File: config.mk
export PLATFORM = sky130hd
export DESIGN_NAME = ivd_assay_sequencer
export DESIGN_NICKNAME = d
export VERILOG_FILES = /design/src/rtl/ivd_pkg.sv /design/src/rtl/ivd_phase_timer.sv /design/src/rtl/ivd_assay_sequencer.sv
export SDC_FILE = /design/constraint.sdc
export NUM_CORES = 1
export LEC_CHECK = 0
export BUFFER_PORTS_ARGS = -buffer_cell sky130_fd_sc_hd__buf_2
export CAP_MARGIN = 20
export CORE_MARGIN = 2
export CORE_UTILIZATION = 30
export CTS_BUF_LIST = sky130_fd_sc_hd__clkbuf_16
export DETAILED_ROUTE_END_ITERATION = 8
export PLACE_DENSITY = 0.54
export SLEW_MARGIN = 0
export SYNTH_ARGS = -nofsm -noshare
export SYNTH_HDL_FRONTEND = slang
export SYNTH_HIERARCHICAL = 1
export SYNTH_SLANG_ARGS = --single-unit
File: constraint.sdc
create_clock -name clk -period 3 [get_ports clk]
set_input_delay 0.9 -clock clk [delete_from_list [all_inputs] [get_ports clk]]
set_output_delay 0.9 -clock clk [all_outputs]
set_load 0.02 [all_outputs]
File: src/rtl/ivd_pkg.sv
// Shared types and helpers for the IVD assay sequencer.
//   state_e    : sequencer FSM states
//   MIN_PHASE  : shortest phase length in cycles (a programmed 0 becomes this)
//   lowest_set : lowest set bit of a mask at or above a start index
package ivd_pkg;

  typedef enum logic [2:0] {
    ST_IDLE,
    ST_SELECT,
    ST_FILL,
    ST_MIX,
    ST_DETECT,
    ST_RESULT,
    ST_FLUSH,
    ST_FINISH
  } state_e;

  localparam int unsigned MIN_PHASE = 1;

  // Returns {found, index}. The mask is zero-extended to 32 bits by the caller.
  function automatic logic [5:0] lowest_set(input logic [31:0] mask, input logic [4:0] from);
    logic [5:0] r;
    r = '0;
    for (int i = 31; i >= 0; i--) begin
      if (mask[i] && (i >= int'(from))) r = {1'b1, 5'(i)};
    end
    return r;
  endfunction

endpackage

File: src/rtl/ivd_phase_timer.sv
// Phase-duration down-counter shared by the fill, mix, detect and flush phases.
//   clk, rst_n : clock, synchronous active-low reset
//   load       : load load_val (0 is clamped to MIN_PHASE)
//   load_val   : phase length in cycles
//   expire     : counter reads MIN_PHASE, i.e. last cycle of the phase
module ivd_phase_timer
  import ivd_pkg::*;
#(
  parameter int TIMER_W = 16
) (
  input  logic               clk,
  input  logic               rst_n,
  input  logic               load,
  input  logic [TIMER_W-1:0] load_val,
  output logic               expire
);

  logic [TIMER_W-1:0] cnt_q;

  always_ff @(posedge clk) begin
    if (!rst_n) begin
      cnt_q <= '0;
    end else if (load) begin
      cnt_q <= (load_val == '0) ? TIMER_W'(MIN_PHASE) : load_val;
    end else if (cnt_q > TIMER_W'(MIN_PHASE)) begin
      cnt_q <= cnt_q - 1'b1;
    end
  end

  assign expire = (cnt_q == TIMER_W'(MIN_PHASE));

endmodule

File: src/rtl/ivd_assay_sequencer.sv
// Runs each enabled channel in ascending order through fill, mix, detect and
// flush, capturing one detector reading per channel onto a valid/ready port.
//   clk, rst_n            : clock, synchronous active-low reset
//   start, ch_mask, *_cycles, det_timeout : run request and configuration
//   valve_*, mix_en, det_en, flush_en     : registered one-hot channel drives
//   det_valid, det_data   : detector reading for the active channel
//   res_*                 : result handshake (channel, reading, timeout flag)
//   busy, done            : run in progress, end-of-run pulse
//
// state     | meaning
// IDLE      | waiting for start
// SELECT    | pick next enabled channel or finish
// FILL      | sample and reagent inlets open
// MIX       | mixer pump on
// DETECT    | detector on, waiting for reading or timeout
// RESULT    | result offered, all valves closed
// FLUSH     | flush valve open, channel retired at end
// FINISH    | done pulse
module ivd_assay_sequencer
  import ivd_pkg::*;
#(
  parameter int N_CH    = 6,
  parameter int TIMER_W = 16,
  parameter int DATA_W  = 12,
  localparam int CH_W   = (N_CH > 1) ? $clog2(N_CH) : 1
) (
  input  logic               clk,
  input  logic               rst_n,
  input  logic               start,
  input  logic [N_CH-1:0]    ch_mask,
  input  logic [TIMER_W-1:0] fill_cycles,
  input  logic [TIMER_W-1:0] mix_cycles,
  input  logic [TIMER_W-1:0] det_timeout,
  input  logic [TIMER_W-1:0] flush_cycles,
  output logic [N_CH-1:0]    valve_sample,
  output logic [N_CH-1:0]    valve_reagent,
  output logic [N_CH-1:0]    mix_en,
  output logic [N_CH-1:0]    det_en,
  output logic [N_CH-1:0]    flush_en,
  input  logic               det_valid,
  input  logic [DATA_W-1:0]  det_data,
  output logic               res_valid,
  input  logic               res_ready,
  output logic [CH_W-1:0]    res_ch,
  output logic [DATA_W-1:0]  res_data,
  output logic               res_timeout,
  output logic               busy,
  output logic               done
);

  state_e             state_q, state_d;
  logic [CH_W-1:0]    ch_q, ch_d;
  logic [N_CH-1:0]    mask_q, mask_d;
  logic [TIMER_W-1:0] fill_q, mix_q, det_to_q, flush_q;
  logic               tmr_load, tmr_expire;
  logic [TIMER_W-1:0] tmr_val;
  logic               cap;
  logic [DATA_W-1:0]  cap_data;
  logic               cap_to;
  logic [5:0]         sel;
  logic [N_CH-1:0]    oh_d;

  ivd_phase_timer #(.TIMER_W(TIMER_W)) u_timer (
    .clk      (clk),
    .rst_n    (rst_n),
    .load     (tmr_load),
    .load_val (tmr_val),
    .expire   (tmr_expire)
  );

  always_comb begin
    state_d  = state_q;
    ch_d     = ch_q;
    mask_d   = mask_q;
    tmr_load = 1'b0;
    tmr_val  = '0;
    cap      = 1'b0;
    cap_data = '0;
    cap_to   = 1'b0;
    sel      = lowest_set(32'(mask_q), 5'(ch_q));
    case (state_q)
      ST_IDLE:   if (start) state_d = ST_SELECT;
      ST_SELECT: begin
        if (sel[5]) begin
          ch_d     = CH_W'(sel[4:0]);
          state_d  = ST_FILL;
          tmr_load = 1'b1;
          tmr_val  = fill_q;
        end else begin
          state_d = ST_FINISH;
        end
      end
      ST_FILL: if (tmr_expire) begin
        state_d  = ST_MIX;
        tmr_load = 1'b1;
        tmr_val  = mix_q;
      end
      ST_MIX: if (tmr_expire) begin
        state_d  = ST_DETECT;
        tmr_load = 1'b1;
        tmr_val  = det_to_q;
      end
      ST_DETECT: begin
        // A reading on the expiry cycle still counts as data.
        if (det_valid) begin
          cap      = 1'b1;
          cap_data = det_data;
          state_d  = ST_RESULT;
        end else if (tmr_expire) begin
          cap     = 1'b1;
          cap_to  = 1'b1;
          state_d = ST_RESULT;
        end
      end
      ST_RESULT: if (res_ready) begin
        state_d  = ST_FLUSH;
        tmr_load = 1'b1;
        tmr_val  = flush_q;
      end
      ST_FLUSH: if (tmr_expire) begin
        mask_d[ch_q] = 1'b0;
        state_d      = ST_SELECT;
      end
      ST_FINISH: state_d = ST_IDLE;
      default:   state_d = ST_IDLE;
    endcase
  end

  // Outputs are registered from the next state so they line up with state_q.
  assign oh_d = N_CH'(1) << ch_d;

  always_ff @(posedge clk) begin
    if (!rst_n) begin
      state_q       <= ST_IDLE;
      ch_q          <= '0;
      mask_q        <= '0;
      fill_q        <= '0;
      mix_q         <= '0;
      det_to_q      <= '0;
      flush_q       <= '0;
      valve_sample  <= '0;
      valve_reagent <= '0;
      mix_en        <= '0;
      det_en        <= '0;
      flush_en      <= '0;
      res_valid     <= 1'b0;
      res_ch        <= '0;
      res_data      <= '0;
      res_timeout   <= 1'b0;
      busy          <= 1'b0;
      done          <= 1'b0;
    end else begin
      state_q <= state_d;
      if (state_q == ST_IDLE && start) begin
        ch_q     <= '0;
        mask_q   <= ch_mask;
        fill_q   <= fill_cycles;
        mix_q    <= mix_cycles;
        det_to_q <= det_timeout;
        flush_q  <= flush_cycles;
      end else begin
        ch_q   <= ch_d;
        mask_q <= mask_d;
      end
      if (cap) begin
        res_ch      <= ch_q;
        res_data    <= cap_data;
        res_timeout <= cap_to;
      end
      valve_sample  <= (state_d == ST_FILL)   ? oh_d : '0;
      valve_reagent <= (state_d == ST_FILL)   ? oh_d : '0;
      mix_en        <= (state_d == ST_MIX)    ? oh_d : '0;
      det_en        <= (state_d == ST_DETECT) ? oh_d : '0;
      flush_en      <= (state_d == ST_FLUSH)  ? oh_d : '0;
      res_valid     <= (state_d == ST_RESULT);
      busy          <= (state_d != ST_IDLE);
      done          <= (state_d == ST_FINISH);
    end
  end

endmodule

Yosys cells after proc, flatten, opt, wreduce, memory -nomap -nowiden
Cells that the tools add are included.
W data, S select, Z words.
{ "op_classes": {"order_cmp": 9, "n_eq_ne": 14, "n_mux": 40, "n_bitwise": 3, "addsub": 1, "reduce_logical": 21, "n_shift": 1} }
{ "ops": {"columns": ["op", "count"], "rows": [
  ["$mux W16", 7],
  ["$pmux W16 S4", 1],
  ["$mux W6", 9],
  ["$mux W3", 10],
  ["$eq A3 B3 Y1 const B", 8],
  ["$mux W12", 2],
  ["$pmux W3 S8", 1],
  ["$eq A16 B1 Y1 const B", 1],
  ["$gt A16 B1 Y1 const B", 1],
  ["$logic_not A16 Y1", 1],
  ["$sub A16 B1 Y16 const B", 1],
  ["$eq A3 B2 Y1 const B", 4],
  ["$reduce_and A2 Y1", 5],
  ["$logic_and A1 B1 Y1", 8],
  ["$mux W1", 8],
  ["$and A6 B6 Y6", 1],
  ["$ge A1 B3 Y1 const A", 2],
  ["$ge A2 B3 Y1 const A", 2],
  ["$ge A3 B3 Y1 const A", 2],
  ["$not A6 Y6", 1],
  ["$reduce_bool A2 Y1", 3],
  ["$shl A1 B3 Y6 const A", 1],
  ["$lt A3 B4 Y1 const B", 1],
  ["$reduce_or A2 Y1", 2],
  ["7 further kinds", 7]
]} }
{ "word_totals": {"wordCells": 107, "in_bits": 87, "reg_bits": 135, "output_inout_bits": 49} }

Depth between registers and ports, before layout
{ "logic_depth": {"word_depth": 13, "ltp_mapped": 12, "ltp_nobuf": 10} }

Hierarchy
The synthesis kept the hierarchy.
{ "modules_own_cells": {"columns": ["module", "area_per_inst_um2", "seq_area_each_um2", "instances", "cells_each"], "rows": [
  ["ivd_assay_sequencer", 4835.9, 2382.3, 1, 586],
  ["ivd_phase_timer", 978.4, 320.3, 1, 115]
]} }

Least setup slack after synthesis
Ideal clock, no wire load.
{ "synth_timing": {"path_kind": "reg2reg", "startpoint": "reg u_timer.cnt_q[4]", "endpoint": "reg u_timer.cnt_q[0]", "arrival_time_ns": 2.738, "t_required_ns": 2.877, "setup_ns": 0.123, "path_stages_with_launch": 13, "path_slack_ns": 0.139, "synth_period_minus_slack_ns": 2.861, "cell_sequence": "dfxtp_1 > nor4_4 > nand4b_4 > and4bb_2 > clkbuf_1 > nand3_1 > clkbuf_1 > nor2_1 > a221o_1 > nor4_1 > a41o_1 > o21ai_0 > a21oi_1"} }
{ "synth_between": {"elab_chain_cells": 6, "elab_cells_between_ends": 11} }
{ "synth_lines": {"columns": ["element", "line_no", "rtl"], "rows": [
  ["start: declaration", "ivd_phase_timer.sv:18", "logic [TIMER_W-1:0] cnt_q;"],
  ["start signal: assignment", "ivd_phase_timer.sv:24", "cnt_q <= (load_val == '0) ? TIMER_W'(MIN_PHASE) : load_val;"],
  ["start signal: assignment", "ivd_phase_timer.sv:26", "cnt_q <= cnt_q - 1'b1;"],
  ["$eq A16 B1 Y1 (*)", "ivd_phase_timer.sv:30", "assign expire = (cnt_q == TIMER_W'(MIN_PHASE));"],
  ["net tmr_expire", "ivd_assay_sequencer.sv:55", "logic tmr_load, tmr_expire;"],
  ["$mux W16, on equally long branches", "ivd_assay_sequencer.sv:98, ivd_assay_sequencer.sv:93", null],
  ["$pmux W16 S4 (*)", "ivd_assay_sequencer.sv:81", "case (state_q)"],
  ["net tmr_val[5]", "ivd_assay_sequencer.sv:56", "logic [TIMER_W-1:0] tmr_val;"],
  ["$logic_not A16 Y1 (*)", "ivd_phase_timer.sv:24", null],
  ["$mux W16 (*)", "ivd_phase_timer.sv:24", null],
  ["$mux W16 (*)", "ivd_phase_timer.sv:23", "end else if (load) begin"]
]} }
The timed path passes the listed nets; every way through them passes the cells marked *.
A chain may end at the register's enable or synchronous reset.

Worst setup path in the final report
Same ends and word-level chain as after synthesis.

==> results.md <==
* CTS tree: yes
* Syn Std Cell Area at 5810 sq um
* Post-Route WL at 16.1 mm
* Relative area change from synthesis to final layout at 25.3%
* Critical Path Slowest Stage Cell: nor4_4
* Number of warnings reported in the yosys synthesis log at 6
* Cell chosen for the clock root: clkbuf_16
* Quantity of hold-fixing buffers added after cts at 0
* Start of the worst register-to-register path: u_timer/cnt_q[4]
* Average size of a mapped cell at 8.29 sq um
* Worst setup skew after layout at 0.0114 ns
* Total track usage at 0.159
* Post_cts resized at 0
* First-pass iteration count of the detailed router at 7
* Layout cell share with drive strength beyond 1 at 0.237
* Final setup TNS at 0 ns
* Max FO, Critical Path at 16
* Leading cell type in the layout, fill and taps excluded: nand2_1
* Height of the die at 143 um
* Worst slew pin tran at 0.617 ns
* Input/output buffers at 135
* Antenna Nets Post-Route at 0
* Diodes inserted at 0
* Cts bufs inserted at 17
* Crit path arrival time at 3.04 ns
* Count of state elements after synthesis at 135
* Final Cycle Share at 0.915
* Core box area at 18800 sq um
* Commonest cells after routing, fill and taps aside: 158 x nand2_1, 135 x dfxtp_1, 135 x buf_2, 79 x a21oi_1, 69 x nor2_1
* Number of enable-type register cells in the synthesized netlist at 0
* Status: completed
* Final-report max-slew violation count at 0
* DRC violations left at 0
* Antenna violations before repair at 0
* Design Power at 6780 uW
* Total nets after synthesis at 790
* Leak pwr at 0.00294 uW
* Die outline width at 143 um
* Nets@finish at 907
* Clock Sinks at 135
* Sequential power share at 0.355
* Async S/R FF share, synth at 0
* CP endpoint kind: flop
* Longest individual stage delay on the worst path at 0.50 ns
* Gate count after technology mapping at 701
* Pwr Density at 930 nW/um^2
* Switching power as a share of total power at 0.370
* Global-route wire length before repair at 25.4 mm
* Pint at 4270 uW
* Net switching power at 2510 uW
* Via count of the first global-routing pass at 4908
* Iteration-0 DRC Markers at 403
* Total via count after detailed routing at 5248
* Largest voltage drop on the vdd net at 0.594 mV
* Worst Setup Path Type: reg -> reg
* GPL Wtd Cong at 0.853
* HPWL reported at the end of detailed placement at 11.5 mm
* Reg clk slew, reported paths at 0.06 ns
* Starting utilization of the core area at 0.309
* Endpoint of the most critical register-to-register path: u_timer/cnt_q[0]
* Data required, critical path at 3.30 ns
* Fraction of power consumed by the clock network at 0.294
* Largest net degree at the start of global routing at 72
* Hold endpoint: det_to_q[7]
* Row Count at 50
* DR vias/cell at 4.81
* Worst hold path depth at 2
* Postcts setup bufs at 0
* Final hold violation count at 0
* Part of the power in combinational logic at 0.351
* Normalized max-slew margin at 0.589
* Cell breakdown of the critical path: nor4_4, nand4b_4, and4bb_2, nand3_1, buf_4, nor2_1, a221o_1, nor4_1, a41o_1, o21ai_0, a21oi_1
* Fraction of the yosys area taken by sequential cells at 0.465
* Detailed-route wire length per cell at 14.7 um
* Netlist cell types at 65
* CTS H-tree lvls at 4
* RSZ-0062 raised after global routing: no
* GRT Residual Overflow at 0
* Final worst hold slack at 0.453 ns
* I/O pin total at 136
* Crit path time final at 2.74 ns
* Setup crit start kind: flop
* Type of the tightest min-delay check: reg -> reg
* Max-capacitance violation count at 0
* Achievable clock frequency at 364 MHz
* Clock tree buffer depth at 2
* Origin of the worst min-delay path: det_to_q[7]
* Ys flop type: dfxtp_1
* Clock latency of the later-clocked register in the worst-skew pair at 0.43 ns
* Minimum setup slack among reg-to-reg paths at 0.26 ns
* Reg2reg path depth at 11
* Count of endpoints failing setup in the final report at 0
* Die area at 20500 sq um
## power by group through the flow
stage | logic, uW | clock network, uW | registers, uW
final | 2380 | 1990 | 2410
after CTS | 2390 | 2030 | 2410
after detailed placement | 2370 | 0 | 2440
after global routing | 2660 | 2100 | 2450
after global placement | 2360 | 0 | 2440
after floorplan | 1790 | 0 | 2400
## critical path: cells and delay by family (launching register included)
family / cells / cell delay [ns]
AOI/OAI and AO/OA: 4 / 0.58
buffers and inverters: 1 / 0.20
DFF: 1 / 0.36
and+or+nand+nor: 6 / 1.49
## synthesized netlist by cell type (3+ instances only)
| cell | number | share of area |
|---|---|---|
| a21oi_1 | 79 | 0.068 |
| a221o_1 | 16 | 0.028 |
| a22oi_1 | 13 | 0.017 |
| and2_1 | 5 | 0.0054 |
| and3_1 | 4 | 0.0043 |
| buf_2 | 9 | 0.0077 |
| buf_4 | 6 | 0.0077 |
| clkbuf_1 | 34 | 0.022 |
| dfxtp_1 | 135 | 0.46 |
| inv_1 | 6 | 0.0039 |
| mux2i_1 | 19 | 0.033 |
| nand2_1 | 158 | 0.10 |
| nand2b_1 | 5 | 0.0054 |
| nand3_1 | 18 | 0.015 |
| nand4_1 | 4 | 0.0043 |
| nor2_1 | 69 | 0.045 |
| nor2b_1 | 3 | 0.0032 |
| nor3_1 | 14 | 0.012 |
| nor3b_1 | 3 | 0.0039 |
| nor4_1 | 9 | 0.0097 |
| o211ai_1 | 10 | 0.013 |
| o21ai_0 | 11 | 0.0095 |
| o21ai_1 | 3 | 0.0026 |
| o31ai_1 | 6 | 0.0077 |
| xnor2_1 | 7 | 0.011 |
| xor2_1 | 6 | 0.0090 |
## cell type report
type / count / area, sq um
Sequential cell: 135 / 2700
Inverter: 8 / 30.0
Tap cell: 260 / 325
Clock inverter: 15 / 139
Fill cell: 1971 / 11500
Clock buffer: 17 / 425
Timing Repair Buffer: 150 / 826
Multi-Input combinational cell: 506 / 2840
## stage by stage
stage	setup WS, ns	utilization	cell area (sq um)	std cells
after floorplan	0.139	-	5810	701
after global placement	0.0504	0.357	6720	1058
after global routing	0.0643	0.387	7290	1091
final	0.255	0.387	7290	1091
after CTS	0.259	0.387	7280	1090
after detailed placement	-0.0351	0.357	6720	1058
## how the worst max path moves through the flow
stage | startpoint | endpoint | slack (ns) | depth (start not counted)
final | u_timer/cnt_q[4] | u_timer/cnt_q[0] | 0.26 | 11
after global routing | u_timer/cnt_q[4] | u_timer/cnt_q[0] | 0.06 | 11
after CTS | u_timer/cnt_q[4] | u_timer/cnt_q[0] | 0.26 | 11
after detailed placement | res_ready | u_timer/cnt_q[0] | -0.04 | 8
after global placement | res_ready | u_timer/cnt_q[0] | 0.05 | 8
after floorplan | u_timer/cnt_q[4] | u_timer/cnt_q[0] | 0.14 | 12
## per-layer routing
metal	global-route usage	up-vias	routed length [um]
li1	-	2679	-
met1	0.223	2418	7690
met2	0.232	129	7200
met3	0.0369	22	821
met4	0.0702	0	346
met5	0	-	0
## flip-flops by register name, summed over array words and instances, names as in the netlist
| name | count |
|---|---|
| mask_q | 6 |
| res_timeout | 1 |
| flush_en | 6 |
| busy | 1 |
| det_en | 6 |
| mix_q | 16 |
| res_ch | 3 |
| state_q | 3 |
| valve_reagent | 6 |
| res_data | 12 |
| ch_q | 3 |
| mix_en | 6 |
| det_to_q | 16 |
| fill_q | 16 |
| u_timer/cnt_q | 16 |
| flush_q | 16 |
| res_valid | 1 |
| done | 1 |
## cell families (layout without fill, tap and decap cells)
logic type                 count (synthesis)  after routing  synth area share
AOI/OAI and AO/OA                        161            161             0.185
xor gates and xnor gates                  13             13            0.0196
adders and majority gates                  2              2           0.00430
buffers and inverters                     60            190            0.0471
DFF                                      135            135             0.465
muxes                                     19             19            0.0327
and+or+nand+nor                          311            311             0.246
No activity file was read; power rests on OpenSTA's default activity.
